==> config.mk <==
export PLATFORM = sky130hd
export DESIGN_NAME = alu_mult_seq
export DESIGN_NICKNAME = d
export VERILOG_FILES = /design/src/rtl/alu_mult_seq_pkg.sv /design/src/rtl/alu_mult_seq.sv
export SDC_FILE = /design/constraint.sdc
export NUM_CORES = 1
export LEC_CHECK = 0
export ABC_AREA = 1
export CORE_MARGIN = 2
export CORE_UTILIZATION = 41
export CTS_BUF_LIST = sky130_fd_sc_hd__clkbuf_4 sky130_fd_sc_hd__clkbuf_8 sky130_fd_sc_hd__clkbuf_16
export CTS_CLUSTER_DIAMETER = 30
export DETAILED_ROUTE_END_ITERATION = 16
export PLACE_DENSITY = 0.8
export SLEW_MARGIN = 20
export SYNTH_ARGS = -nofsm -noshare
export SYNTH_HDL_FRONTEND = slang
export SYNTH_SLANG_ARGS = --single-unit
==> constraint.sdc <==
create_clock -name clock -period 1.7 [get_ports clock]
set_clock_uncertainty 0.2 [all_clocks]
set_input_delay 0.34 -clock clock [delete_from_list [all_inputs] [get_ports clock]]
set_output_delay 0.34 -clock clock [all_outputs]
set_load 0.005 [all_outputs]
==> src/rtl/alu_mult_seq_pkg.sv <==
// Shared definitions for the sequential multiplier and the ALU it drives.
//   - ALUOp encodings understood by the negedge-clocked ALU (adder).
//   - State encoding for alu_mult_seq.
package alu_mult_seq_pkg;

  localparam logic [3:0] OP_NOP = 4'b0000;
  localparam logic [3:0] OP_ADD = 4'b0001;
  localparam logic [3:0] OP_SUB = 4'b0010;
  localparam logic [3:0] OP_AND = 4'b0011;
  localparam logic [3:0] OP_OR  = 4'b0100;
  localparam logic [3:0] OP_NOR = 4'b0101;
  localparam logic [3:0] OP_SLT = 4'b0110;
  localparam logic [3:0] OP_SLL = 4'b0111;
  localparam logic [3:0] OP_SRL = 4'b1000;
  localparam logic [3:0] OP_SRA = 4'b1001;

  typedef enum logic [1:0] {
    ST_IDLE = 2'd0,
    ST_ADD  = 2'd1,
    ST_SHL  = 2'd2,
    ST_DONE = 2'd3
  } mult_state_t;

  // Where the iteration goes once the remaining multiplier is known:
  // nothing left -> DONE, low bit set -> ADD, otherwise just shift.
  function automatic mult_state_t step_state(input logic [31:0] m);
    if (m == 32'd0)
      return ST_DONE;
    else if (m[0])
      return ST_ADD;
    else
      return ST_SHL;
  endfunction

endpackage

==> src/rtl/alu_mult_seq.sv <==
// Sequential unsigned 32x32 multiplier (low 32 bits of the product).
// Shift-and-add: each ADD or SLL step is issued to the external negedge
// ALU, one operation per clock; the multiplier is shifted internally.
//
// Handshake: ready=1 only in IDLE; a request is accepted on a posedge with
// start=1 and ready=1. done is a one-cycle pulse in the DONE state; product
// is registered at the end of that cycle and held until the next accept.
//
// Ports:
//   clock, reset_n      : clock, synchronous active-low reset
//   start, op_a, op_b   : request and operands (latched on accept)
//   ready, done, product: status and result
//   alu_rs/rt/op/shamt  : ALU drive, decoded from the registered state
//   alu_result          : ALU result, captured on the posedge after use
module alu_mult_seq
  import alu_mult_seq_pkg::*;
(
  input  logic        clock,
  input  logic        reset_n,
  input  logic        start,
  input  logic [31:0] op_a,
  input  logic [31:0] op_b,
  output logic        ready,
  output logic        done,
  output logic [31:0] product,
  output logic [31:0] alu_rs,
  output logic [31:0] alu_rt,
  output logic [3:0]  alu_op,
  output logic [4:0]  alu_shamt,
  input  logic [31:0] alu_result
);

  mult_state_t state, state_nxt;
  logic [31:0] acc, mcand, mplier;

  // State register
  always_ff @(posedge clock) begin
    if (!reset_n)
      state <= ST_IDLE;
    else
      state <= state_nxt;
  end

  // Next-state logic
  always_comb begin
    state_nxt = state;
    case (state)
      ST_IDLE: if (start) state_nxt = step_state(op_b);
      ST_ADD:  state_nxt = ST_SHL;
      ST_SHL:  state_nxt = step_state(mplier >> 1);
      ST_DONE: state_nxt = ST_IDLE;
      default: state_nxt = ST_IDLE;
    endcase
  end

  // Outputs are a pure decode of the registered state so the ALU sees
  // stable operands from the posedge that enters the state.
  always_comb begin
    ready     = 1'b0;
    done      = 1'b0;
    alu_rs    = 32'd0;
    alu_rt    = 32'd0;
    alu_op    = OP_NOP;
    alu_shamt = 5'd0;
    case (state)
      ST_IDLE: ready = 1'b1;
      ST_ADD: begin
        alu_rs = acc;
        alu_rt = mcand;
        alu_op = OP_ADD;
      end
      ST_SHL: begin
        alu_rt    = mcand;
        alu_op    = OP_SLL;
        alu_shamt = 5'd1;
      end
      ST_DONE: done = 1'b1;
      default: ;
    endcase
  end

  // Datapath registers
  always_ff @(posedge clock) begin
    if (!reset_n) begin
      acc     <= 32'd0;
      mcand   <= 32'd0;
      mplier  <= 32'd0;
      product <= 32'd0;
    end else begin
      case (state)
        ST_IDLE: begin
          if (start) begin
            mcand  <= op_a;
            mplier <= op_b;
            acc    <= 32'd0;
          end
        end
        ST_ADD: acc <= alu_result;
        ST_SHL: begin
          mcand  <= alu_result;
          mplier <= mplier >> 1;
        end
        ST_DONE: product <= acc;
        default: ;
      endcase
    end
  end

endmodule

==> impl_metrics.py, run 1 <==
metrics = {
    "floorplanning": {
        "dieWidth_um": 124,
        "rows": 43,
        "dieArea_um2": 15300,
        "core_area_um2": 13900,
        "die_h_um": 124,
        "start_util": 0.422,
        "io_pins": 206,
    },
    "synthesis": {
        "ys_warn_count": 0,
        "yosys.area.top_type_share": 0.439,
        "synth_top_area_cell": "dfxtp_1",
        "ys_ff_latch": 129,
        "synthCells": 861,
        "ys_top_cells_by_area": "dfxtp_1 (44%), nand2_1 (14%), o21ai_0 (7.6%), nor2_1 (6.6%), a31oi_1 (6.6%)",
        "ys_types": 18,
        "seq_area_frac_synth": 0.439,
        "netlist_area_um2": 5880,
        "syn_area_per_cell_um2": 6.83,
    },
    "worst_setup_path": {
        "crit_family": "buffers and inverters",
        "critPathLaunchType": "flip-flop",
        "crit_chain": "buf_6, ha_4, buf_12, buf_6, buf_6, nand2_2, inv_2, buf_6",
        "cp-end-kind": "output pin",
        "crit_top_cell": "buf_6",
        "cpMaxStageDelayCell": "dfxtp_4",
        "cp_data_arrival_time_ps": 1660,
        "required_ps": 1160,
        "critPathBufInv": 6,
        "critical-path-max-stage-delay_ps": 360,
        "worstPathMaxFanout": 5,
        "critical_path_class": "reg2out",
    },
    "power": {
        "p_leak_nw": 5.52,
        "vdd_ir_drop_max_uv": 773,
        "power.density_nw_per_um2": 1150,
    },
    "grt": {
        "grt-ovfl-total": 0,
        "grt_pass1_wl_mm": 41.1,
        "grt_max_degree": 53,
        "grt_pass1_vias": 7639,
        "antenna_found_initial": 1,
        "grt_usage": 0.355,
    },
    "timing": {
        "setup_violations": 167,
        "fin_ws_ps": -500,
        "drv_slew": 0,
        "rsz0062_at_grt": "true",
        "fin_crit_sh": 1.29,
        "hold_ws_ps": 226,
        "finalHoldViolations": 0,
        "fmax_ghz": 0.454,
        "finalCriticalPeriod_ps": 2200,
    },
    "detailed_routing": {
        "post_drt_wl_per_cell_um": 23.4,
        "drtPass1Iterations": 6,
        "drc": 0,
        "ant_nets": 0,
        "vias": 8129,
        "via_per_inst": 6.05,
        "drt_iter0_drc": 1011,
        "wl_mm": 31.4,
    },
    "clock_network": {
        "clock_sinks": 129,
        "tritoncts": "yes",
        "numCtsBuffers": 17,
        "ctsRootBufferMaster": "clkbuf_16",
        "h-tree-depth": 4,
        "postCtsHoldBufs": 0,
        "clkSlewWorstSetupHoldPaths_ps": 60,
        "clk_latency_ps": 430,
        "clockBufferDepth": 2,
    },
    "placed_design": {
        "gp_congestion": 0.844,
        "portBuffers": 200,
        "dp_hpwl_mm": 12.9,
        "dp.cells": 1223,
        "place_area_um2": 8290,
    },
    "run_status": {
        "failed_checks": "setup timing",
        "status": "finished, violations left",
    },
    "finish": {
        "syn_to_final_growth_pct": 101,
        "final_cells": 1344,
        "fill_cells": 672,
        "final-seq-area_um2": 2590,
        "nNetsFinal": 1256,
        "drive_gt1_frac": 0.445,
        "mostFrequentLayoutCells": "nand2_1 (126), dfxtp_1 (126), nor2_1 (104), clkdlybuf4s50_1 (97), buf_6 (72)",
        "design_area_um2": 11800,
        "final_core_util": 0.848,
        "multiInputGateArea_um2": 4050,
    },
    "hold_path": {
        "holdCritPathClass": "in2reg",
    },
    "run": {
        "max_cap_viol_count": 0,
    },
}
==> layer usage <==
| layer | GRT usage | vias to the layer above | share of wire |
|---|---|---|---|
| li1 | - | 3410 | - |
| met1 | 0.404 | 3841 | 0.35 |
| met2 | 0.593 | 668 | 0.48 |
| met3 | 0.0934 | 210 | 0.10 |
| met4 | 0.217 | 0 | 0.076 |
| met5 | 0 | - | 0 |
==> cell families after synthesis <==
group | count (synthesis) | synth area share
AOI/OAI and AO/OA | 197 | 0.181
adders and majority gates | 4 | 0.00852
buffers and inverters | 145 | 0.109
DFF | 129 | 0.439
other | 1 | 0.000638
and+or+nand+nor | 385 | 0.261
==> stage by stage <==
| stage | power [mW] | setup slack [ps] | TNS, ps |
|---|---|---|---|
| after floorplan | 5.15 | -22.3 | -668 |
| after global placement | 6.40 | -357 | -28940 |
| after detailed placement | 6.45 | -375 | -31920 |
| after CTS | 12.3 | -516 | -40620 |
| after global routing | 14.0 | -541 | -51930 |
| final | 13.6 | -500 | -44930 |
==> synthesized netlist by cell type <==
| cell type | n |
|---|---|
| nor2_1 | 104 |
| o21ai_1 | 10 |
| inv_2 | 2 |
| a21oi_1 | 36 |
| a31oi_1 | 62 |
| nand2_2 | 3 |
| clkbuf_1 | 30 |
| o21ai_0 | 89 |
| conb_1 | 1 |
| buf_6 | 5 |
| buf_2 | 21 |
| buf_1 | 6 |
| inv_1 | 72 |
| nand3_1 | 66 |
| buf_4 | 9 |
| dfxtp_1 | 129 |
| ha_1 | 4 |
| nand2_1 | 212 |
==> worst register-to-register path: cells and delay by family, from the launching register on <==
kind	cells	cell delay [ps]
AOI/OAI and AO/OA	1	170
adders and majority gates	1	200
DFF	1	360
buffers and inverters	6	790
and+or+nand+nor	2	160
==> repair_timing <==
item                                    CTS  global route
endpoints found under the setup margin  201           198
pin swaps                                71            50
gates cloned                             34             7
setup buffers                            60             9
resized for setup                       598           285
==> flip-flops by register name, indices dropped and copies added (netlist names) <==
signal	count
state	2
acc	32
mcand	32
mplier	31
product	32
==> power by group <==
part	total, mW	switching, mW	internal [mW]
clock	3.51	1.35	2.16
sequential	3.96	0.511	3.45
combinational	6.07	2.96	3.11
total	13.6	4.82	8.73
==> cell type report <==
class	count	share of cell area
multi-input cells	592	0.343
repair buffers	339	0.347
well taps	180	0.0191
clock inverters	6	0.00487
diodes	1	0.000212
inverters	74	0.0252
clock buffers	23	0.0419
flip-flops and latches	129	0.219
==> worst paths after layout <==
| kind | start | to | slack (ps) | depth (start not counted) |
|---|---|---|---|---|
| setup reg to reg | state[0] | acc[28] | -250 | 10 |
| hold reg to reg | product[29] | product[29] | 290 | 2 |
| setup / recovery | state[0] | alu_rs[10] | -500 | 8 |
| hold / removal | reset_n | mcand[20] | 230 | 4 |
(Power assumes the default switching activity.)
==> run 2, diff against run 1 <==
TNS_END_PERCENT = 100   (was unset)
==> results of run 2 <==
The final DEF is identical to that of run 1; final timing and power are the same.
